[src/rtl/snn_pkg.sv]
`default_nettype none
// ============================================================================
//  Module      : snn_pkg
//  Description : Shared types and helpers for the two-layer inference engine:
//                FSM state encoding, width helpers and the accumulator to
//                activation-LUT address mapping (shift, clamp, offset).
//  Revision    : 1.0 - initial release
// ============================================================================
package snn_pkg;

    localparam int c_ST_W = 4;

    typedef enum logic [c_ST_W-1:0] {
        ST_IDLE    = 4'd0,
        ST_HID_MAC = 4'd1,
        ST_HID_BP  = 4'd2,
        ST_HID_LUT = 4'd3,
        ST_HID_WR  = 4'd4,
        ST_OUT_MAC = 4'd5,
        ST_OUT_BP  = 4'd6,
        ST_OUT_LUT = 4'd7,
        ST_OUT_WR  = 4'd8,
        ST_DONE    = 4'd9
    } state_t;

    // Address width for a count of n items; never narrower than one bit.
    function automatic int clog2_w(input int n);
        return (n > 1) ? $clog2(n) : 1;
    endfunction

    function automatic int max_int(input int a, input int b);
        return (a > b) ? a : b;
    endfunction

    // Accumulator wide enough that a full dot product can never overflow.
    function automatic int acc_width(input int dw, input int n_in, input int n_hid);
        return 2 * dw + 1 + clog2_w(max_int(n_in, n_hid));
    endfunction

    // Arithmetic shift, clamp to the signed LUT range, then offset so the
    // most negative value maps to address 0.
    function automatic logic [31:0] sat_lut(input logic signed [63:0] acc,
                                            input int frac, input int aw);
        logic signed [63:0] v_sh;
        logic signed [63:0] v_lo;
        logic signed [63:0] v_hi;
        v_sh = acc >>> frac;
        v_hi = (64'sd1 <<< (aw - 1)) - 64'sd1;
        v_lo = -(64'sd1 <<< (aw - 1));
        if (v_sh > v_hi) begin
            v_sh = v_hi;
        end else if (v_sh < v_lo) begin
            v_sh = v_lo;
        end
        v_sh = v_sh + (64'sd1 <<< (aw - 1));
        return v_sh[31:0];
    endfunction

endpackage
`default_nettype wire

[src/rtl/snn_mac.sv]
`default_nettype none
// ============================================================================
//  Module      : snn_mac
//  Description : Unsigned-activation x signed-weight multiply-accumulate with
//                synchronous clear and enable. Exposes the next accumulator
//                value so the final sum can be consumed on the same edge it
//                is formed.
//  Revision    : 1.0 - initial release
// ============================================================================
module snn_mac #(
    parameter int DW    = 8,
    parameter int ACC_W = 27
) (
    input  logic                    clk,
    input  logic                    rst_n,
    input  logic                    i_clr,
    input  logic                    i_en,
    input  logic [DW-1:0]           i_act,
    input  logic [DW-1:0]           i_wgt,
    output logic signed [ACC_W-1:0] o_acc_nxt
);

    localparam int c_PW = 2 * DW + 1;

    logic signed [c_PW-1:0]  w_act_ext;
    logic signed [c_PW-1:0]  w_wgt_ext;
    logic signed [c_PW-1:0]  w_prod;
    logic signed [ACC_W-1:0] r_acc;
    logic signed [ACC_W-1:0] w_acc_nxt;

    // Activation is zero-extended, weight sign-extended; the product fits c_PW bits.
    assign w_act_ext = $signed({{DW{1'b0}}, 1'b0, i_act});
    assign w_wgt_ext = $signed({{(DW + 1){i_wgt[DW-1]}}, i_wgt});
    assign w_prod    = w_act_ext * w_wgt_ext;

    // Next accumulator value: clear wins over accumulate.
    always_comb begin
        w_acc_nxt = r_acc;
        if (i_clr) begin
            w_acc_nxt = '0;
        end else if (i_en) begin
            w_acc_nxt = r_acc + ACC_W'(w_prod);
        end
    end

    // Accumulator register.
    always_ff @(posedge clk) begin
        if (!rst_n) begin
            r_acc <= '0;
        end else begin
            r_acc <= w_acc_nxt;
        end
    end

    assign o_acc_nxt = w_acc_nxt;

endmodule
`default_nettype wire

[src/rtl/snn_layer_engine.sv]
`default_nettype none
// ============================================================================
//  Module      : snn_layer_engine
//  Description : Two-layer (input -> hidden -> output) inference sequencer.
//                Streams operands from external 1-cycle-latency memories,
//                keeps hidden activations locally and reports the argmax of
//                the output layer (ties resolve to the lowest index).
//  Revision    : 1.0 - initial release
// ============================================================================
module snn_layer_engine
    import snn_pkg::*;
#(
    parameter int N_IN   = 784,
    parameter int N_HID  = 32,
    parameter int N_OUT  = 10,
    parameter int DW     = 8,
    parameter int LUT_AW = 11,
    parameter int FRAC   = 7
) (
    input  logic                             clk,
    input  logic                             rst_n,
    input  logic                             start,
    output logic [clog2_w(N_IN)-1:0]         addr_input_unit,
    input  logic [DW-1:0]                    q_input,
    output logic [clog2_w(N_IN*N_HID)-1:0]   addr_w_hid,
    input  logic [DW-1:0]                    q_w_hid,
    output logic [clog2_w(N_HID*N_OUT)-1:0]  addr_w_out,
    input  logic [DW-1:0]                    q_w_out,
    output logic [LUT_AW-1:0]                addr_lut,
    input  logic [DW-1:0]                    q_lut,
    output logic                             busy,
    output logic                             done,
    output logic [clog2_w(N_OUT)-1:0]        digit
);

    localparam int c_IN_AW  = clog2_w(N_IN);
    localparam int c_HID_AW = clog2_w(N_HID);
    localparam int c_OUT_AW = clog2_w(N_OUT);
    localparam int c_WH_AW  = clog2_w(N_IN * N_HID);
    localparam int c_WO_AW  = clog2_w(N_HID * N_OUT);
    localparam int c_ACC_W  = acc_width(DW, N_IN, N_HID);

    localparam logic [c_IN_AW-1:0]  c_IN_LAST  = c_IN_AW'(N_IN - 1);
    localparam logic [c_HID_AW-1:0] c_HID_LAST = c_HID_AW'(N_HID - 1);
    localparam logic [c_OUT_AW-1:0] c_OUT_LAST = c_OUT_AW'(N_OUT - 1);

    state_t                     r_state,     w_state_nxt;
    logic [c_IN_AW-1:0]         r_i,         w_i_nxt;
    logic [c_HID_AW-1:0]        r_h,         w_h_nxt;
    logic [c_HID_AW-1:0]        r_j,         w_j_nxt;
    logic [c_OUT_AW-1:0]        r_o,         w_o_nxt;
    logic [c_WH_AW-1:0]         r_addr_wh,   w_addr_wh_nxt;
    logic [c_WO_AW-1:0]         r_addr_wo,   w_addr_wo_nxt;
    logic [LUT_AW-1:0]          r_addr_lut,  w_addr_lut_nxt;
    logic [DW-1:0]              r_best,      w_best_nxt;
    logic [c_OUT_AW-1:0]        r_best_idx,  w_best_idx_nxt;
    logic [c_OUT_AW-1:0]        r_digit,     w_digit_nxt;

    logic [DW-1:0]              r_hidden [N_HID];
    logic [DW-1:0]              r_hid_rd;

    logic                       w_mac_clr;
    logic                       w_mac_en;
    logic                       w_sel_out;
    logic [DW-1:0]              w_mac_act;
    logic [DW-1:0]              w_mac_wgt;
    logic signed [c_ACC_W-1:0]  w_acc_sum;
    logic [LUT_AW-1:0]          w_lut_addr;

    // Operands come from the input RAM for the hidden layer and from the
    // local hidden array for the output layer.
    assign w_mac_act  = w_sel_out ? r_hid_rd : q_input;
    assign w_mac_wgt  = w_sel_out ? q_w_out  : q_w_hid;
    assign w_lut_addr = LUT_AW'(sat_lut(64'(w_acc_sum), FRAC, LUT_AW));

    snn_mac #(
        .DW    (DW),
        .ACC_W (c_ACC_W)
    ) u_mac (
        .clk       (clk),
        .rst_n     (rst_n),
        .i_clr     (w_mac_clr),
        .i_en      (w_mac_en),
        .i_act     (w_mac_act),
        .i_wgt     (w_mac_wgt),
        .o_acc_nxt (w_acc_sum)
    );

    // Next-state, counter/address sequencing and argmax tracking.
    always_comb begin
        w_state_nxt    = r_state;
        w_i_nxt        = r_i;
        w_h_nxt        = r_h;
        w_j_nxt        = r_j;
        w_o_nxt        = r_o;
        w_addr_wh_nxt  = r_addr_wh;
        w_addr_wo_nxt  = r_addr_wo;
        w_addr_lut_nxt = r_addr_lut;
        w_best_nxt     = r_best;
        w_best_idx_nxt = r_best_idx;
        w_digit_nxt    = r_digit;
        w_mac_clr      = 1'b0;
        w_mac_en       = 1'b0;
        w_sel_out      = 1'b0;
        case (r_state)
            ST_IDLE: begin
                if (start) begin
                    w_state_nxt   = ST_HID_MAC;
                    w_i_nxt       = '0;
                    w_h_nxt       = '0;
                    w_addr_wh_nxt = '0;
                    w_mac_clr     = 1'b1;
                end
            end
            ST_HID_MAC: begin
                // Data for address i-1 arrives now; nothing is valid at i=0.
                w_mac_en = (r_i != '0);
                if ((r_i == c_IN_LAST) && (r_h == c_HID_LAST)) begin
                    w_addr_wh_nxt = '0;
                end else begin
                    w_addr_wh_nxt = r_addr_wh + c_WH_AW'(1);
                end
                if (r_i == c_IN_LAST) begin
                    w_state_nxt = ST_HID_BP;
                end else begin
                    w_i_nxt = r_i + c_IN_AW'(1);
                end
            end
            ST_HID_BP: begin
                w_mac_en       = 1'b1;
                w_addr_lut_nxt = w_lut_addr;
                w_state_nxt    = ST_HID_LUT;
            end
            ST_HID_LUT: begin
                w_state_nxt = ST_HID_WR;
            end
            ST_HID_WR: begin
                w_mac_clr = 1'b1;
                w_i_nxt   = '0;
                if (r_h == c_HID_LAST) begin
                    w_state_nxt   = ST_OUT_MAC;
                    w_o_nxt       = '0;
                    w_j_nxt       = '0;
                    w_addr_wo_nxt = '0;
                end else begin
                    w_h_nxt     = r_h + c_HID_AW'(1);
                    w_state_nxt = ST_HID_MAC;
                end
            end
            ST_OUT_MAC: begin
                w_sel_out = 1'b1;
                w_mac_en  = (r_j != '0);
                if ((r_j == c_HID_LAST) && (r_o == c_OUT_LAST)) begin
                    w_addr_wo_nxt = '0;
                end else begin
                    w_addr_wo_nxt = r_addr_wo + c_WO_AW'(1);
                end
                if (r_j == c_HID_LAST) begin
                    w_state_nxt = ST_OUT_BP;
                end else begin
                    w_j_nxt = r_j + c_HID_AW'(1);
                end
            end
            ST_OUT_BP: begin
                w_sel_out      = 1'b1;
                w_mac_en       = 1'b1;
                w_addr_lut_nxt = w_lut_addr;
                w_state_nxt    = ST_OUT_LUT;
            end
            ST_OUT_LUT: begin
                w_state_nxt = ST_OUT_WR;
            end
            ST_OUT_WR: begin
                w_mac_clr = 1'b1;
                w_j_nxt   = '0;
                // Strictly greater keeps the lowest index on ties.
                if ((r_o == '0) || (q_lut > r_best)) begin
                    w_best_nxt     = q_lut;
                    w_best_idx_nxt = r_o;
                end
                if (r_o == c_OUT_LAST) begin
                    w_digit_nxt = w_best_idx_nxt;
                    w_state_nxt = ST_DONE;
                end else begin
                    w_o_nxt     = r_o + c_OUT_AW'(1);
                    w_state_nxt = ST_OUT_MAC;
                end
            end
            ST_DONE: begin
                w_state_nxt = ST_IDLE;
            end
            default: begin
                w_state_nxt = ST_IDLE;
            end
        endcase
    end

    // Control and address registers.
    always_ff @(posedge clk) begin
        if (!rst_n) begin
            r_state    <= ST_IDLE;
            r_i        <= '0;
            r_h        <= '0;
            r_j        <= '0;
            r_o        <= '0;
            r_addr_wh  <= '0;
            r_addr_wo  <= '0;
            r_addr_lut <= '0;
            r_best     <= '0;
            r_best_idx <= '0;
            r_digit    <= '0;
        end else begin
            r_state    <= w_state_nxt;
            r_i        <= w_i_nxt;
            r_h        <= w_h_nxt;
            r_j        <= w_j_nxt;
            r_o        <= w_o_nxt;
            r_addr_wh  <= w_addr_wh_nxt;
            r_addr_wo  <= w_addr_wo_nxt;
            r_addr_lut <= w_addr_lut_nxt;
            r_best     <= w_best_nxt;
            r_best_idx <= w_best_idx_nxt;
            r_digit    <= w_digit_nxt;
        end
    end

    // Hidden activation store; the read port is registered to line up with
    // the output-weight ROM latency. Contents need no reset.
    always_ff @(posedge clk) begin
        if (r_state == ST_HID_WR) begin
            r_hidden[r_h] <= q_lut;
        end
        r_hid_rd <= r_hidden[r_j];
    end

    assign addr_input_unit = r_i;
    assign addr_w_hid      = r_addr_wh;
    assign addr_w_out      = r_addr_wo;
    assign addr_lut        = r_addr_lut;
    assign busy            = (r_state != ST_IDLE) && (r_state != ST_DONE);
    assign done            = (r_state == ST_DONE);
    assign digit           = r_digit;

endmodule
`default_nettype wire

[config.mk]
export PLATFORM = sky130hd
export DESIGN_NAME = snn_layer_engine
export DESIGN_NICKNAME = d
export VERILOG_FILES = /design/src/rtl/snn_pkg.sv /design/src/rtl/snn_mac.sv /design/src/rtl/snn_layer_engine.sv
export SDC_FILE = /design/constraint.sdc
export NUM_CORES = 1
export LEC_CHECK = 0
export CAP_MARGIN = 20
export CELL_PAD_IN_SITES_DETAIL_PLACEMENT = 1
export CELL_PAD_IN_SITES_GLOBAL_PLACEMENT = 1
export CORE_MARGIN = 5
export CORE_UTILIZATION = 46
export CTS_CLUSTER_SIZE = 10
export DETAILED_ROUTE_END_ITERATION = 8
export PLACE_DENSITY_LB_ADDON = 0.1
export SETUP_SLACK_MARGIN = 0.05
export SLEW_MARGIN = 20
export SYNTH_ARGS = -nofsm -noshare
export SYNTH_HDL_FRONTEND = slang
export SYNTH_SLANG_ARGS = --single-unit
[constraint.sdc]
create_clock -name clk -period 7.99 [get_ports clk]
set_input_delay 1.598 -clock clk [delete_from_list [all_inputs] [get_ports clk]]
set_output_delay 1.598 -clock clk [all_outputs]
set_load 0.02 [all_outputs]
==> metrics <==
status=finished, final reports clean; max-slew violation count=0; Synth async-reset ratio=0%; initial antenna violation count=1; Area Overhead vs Synth=15.8%; Die Y=about 210 um; placed wire-length estimate=33.5 mm; top-area cell type share of the netlist area=40.6%; clk buf depth=3; Final Setup Violations=0; Ys Warns=0; cell count after synthesis=1484; Post-synth EDFFs=256; die area=around 0.045 mm^2; met1 Usage GRT=29.8%; Required @ worst endpoint=around 8.4 ns; final count of hold timing violations=0; H-tree depth=2; XOR/XNOR Fraction of Synth Area=~1.7%; Post-CTS Resized=0; Avg WL per Cell=around 22 um; sequential power share=between 40 and 50%; largest area contributor in the synthesized netlist=edfxtp_1; DR pass1 iterations=4; Rel. slew slack=29.3%; GP Congestion=0.864; Sw Pwr=1.46 mW; grt met2 use=36.1%; WHS Path Cells=2; Clock Latency Late Sink=0.55 ns; CP Max Fanout=10; Internal Power=3.69 mW; Tightest Pin Transition=1.06 ns; post-synthesis adder-cell area fraction=about 13%; Worst Reg2Reg Path Length in Cells=27; Simple-Gate Fraction of Synth Area=a little over a tenth; Seq/Total Area, Yosys=about 53%; Leak Pwr=7.96 nW; number of global-route vias before repair=13083; DIE WIDTH=213 um; Via density=~5.7; Hold Buf Count CTS=0; Synth Area in Compound Gates=just under 7%; Hold Crit Class=flop to flop; unrepaired setup endpoints after global routing=false; port bufs=85; total grt overflow=0; clk slew on worst S/H paths=around 0.05 ns; post-CTS setup buffers=0; Max VDD drop=168 uV; GR peak layer=met2; maxcap violations=0; cts bufs inserted=44; Synth Register Bits=370; Main synth FF type=edfxtp_1; Min Clock Period, post-route=7.54 ns; critical path class=primary input to flop; remaining routing DRC violations=0; core area=0.0407 mm^2; Clk pwr share=36.4%; Reg area=0.00997 mm^2; nets=between 1500 and 2000; GR Util All Layers=21.4%; synthesized cell area=0.0189 mm^2; post-synthesis mux area share=12.4%; final period utilization=between 90% and 100%; final core area utilization=53.8%; layout cell share with drive strength beyond 1=14.7%; CTS Sinks=370; placed cell area=0.0206 mm^2; Hold WS=roughly 0.46 ns; first-pass GRT wire length=between 70 and 80 mm; count leader, synth=edfxtp_1; Crit path arrival time=7.96 ns; TritonCTS clock tree=yes; largest net degree at the start of global routing=69; via count=roughly 12000; 1st-iter DRT viols=663; Sw Share=around 28%; Row Count=74; crit end category=flop; multi-input logic area=roughly 0.0083 mm^2; Worst Setup Start Kind=primary input; largest family of logic cells by synthesized area=adder cells; Layout Skew=0.0212 ns; Avg Cell Area, Syn=12.8 um^2; Starting Density=46.4%; Total Wirelength=47.8 mm; post-synthesis net count=1681; fillcell total=4135; met3 global-route usage=2.82%; Synth cell types=72; final instance area=0.0219 mm^2; Gate power share=23.2%; CTS Root Cell=clkbuf_16; DP Worst Slack=-0.0687 ns; power per standard cell area=235 mW/mm^2; top post-synthesis cells by count=edfxtp_1, nor2_1, nand2_1; diodes inserted=0; Synth area leaders=edfxtp_1, dfxtp_1, mux4_2, ha_1, fa_1; FMAX=133 MHz; I/O pin total=86; DRT antenna net count=0; setup ws final=0.454 ns
-- path summary, 6_finish.rpt --
path | start | end | slack [ns]
min | u_mac.r_acc[3]$_SDFFE_PP0P_ | u_mac.r_acc[3]$_SDFFE_PP0P_ | 0.46
max reg2reg | r_state[1]$_SDFFE_PN0P_ | addr_lut[8]$_SDFFE_PN0P_ | 0.67
min reg2reg | u_mac.r_acc[3]$_SDFFE_PP0P_ | u_mac.r_acc[3]$_SDFFE_PP0P_ | 0.46
max | q_w_out[7] | addr_lut[8]$_SDFFE_PN0P_ | 0.45
-- layout make-up --
class | instances | area share (%)
flip-flops and latches | 370 | 45.5
well taps | 532 | 3.04
clock inverters | 5 | 0.491
repair buffers | 134 | 5.70
inverters | 94 | 1.61
clock buffers | 65 | 5.57
multi-input cells | 960 | 38.1
-- kinds of logic after synthesis --
kind of cell	count (synthesis)
DFF	370
xor gates and xnor gates	36
AOI/OAI and AO/OA	200
muxes	131
adders and majority gates	162
buffers and inverters	154
and+or+nand+nor	431
-- power groups by stage --
stage,Sequential (mW),Clock (mW),Combinational [mW]
global route,2.08,2.02,1.35
global placement,2.12,0,1.18
detailed placement,2.12,0,1.19
CTS,2.08,1.91,1.21
finish,2.08,1.87,1.19
floorplan,2.12,0,0.773
-- registers in the layout (all words and copies together) (netlist names), 8 cells and up --
register         flops
addr_lut            11
r_hidden           256
r_best               8
addr_w_hid          15
u_mac.r_acc         27
addr_w_out           9
addr_input_unit     10
r_hid_rd             8
-- layer usage --
layer / wire (um) / vias to the layer above
met2: 23600 / 242
li1: - / 5652
met5: 0 / -
met3: 1890 / 53
met4: 916 / 0
met1: 21500 / 6259
-- placed cells by master, fill, tap and decap left out, drive strengths merged, types with 4 or more instances in the layout --
cell and count:
nand3 26, or3 8, a31oi 4, o31a 4, clkbuf 65, nand4 13, edfxtp 256, nand2b 7
a21o 12, xnor2 20, nor3 11, a211oi 10, or2 7, dfxtp 114, mux2i 30, and3 16
inv 96, fa 51, mux4 80, a22oi 8, ha 111, nor4 6, nor2b 9, and2 18
buf 51, nor2 180, nor3b 4, mux2 21, a21oi 80, o21ai 37, xor2 16, clkdlybuf4s50 83
nand2 115, o21a 8, a311oi 10
-- critical path, cell delays in order --
cell and delay (ns):
clkdlybuf4s50_1 0.45, mux2i_1 0.09, inv_1 0.20, nand2_1 0.12, fa_1 0.52, fa_1 0.54, inv_1 0.05, fa_1 0.50
fa_1 0.54, inv_1 0.05, fa_1 0.49, inv_1 0.04, ha_1 0.31, buf_4 0.15, and2_1 0.17, and3_1 0.19
o211ai_1 0.25, a21boi_0 0.23, or3_1 0.35, a31oi_1 0.31, nand4_1 0.15, nor3_1 0.22, o31a_1 0.21, buf_12 0.16
a21oi_2 0.06
-- stage by stage --
step	std cells	setup TNS (ns)	total power [mW]
2_1_floorplan	1484	0	2.90
3_3_place_gp	2090	-0.000358	3.30
3_5_place_dp	2090	-0.638	3.31
4_1_cts	2160	0	5.20
5_1_grt	2160	0	5.45
6_report	2160	0	5.15
(Power assumes the default switching activity.)
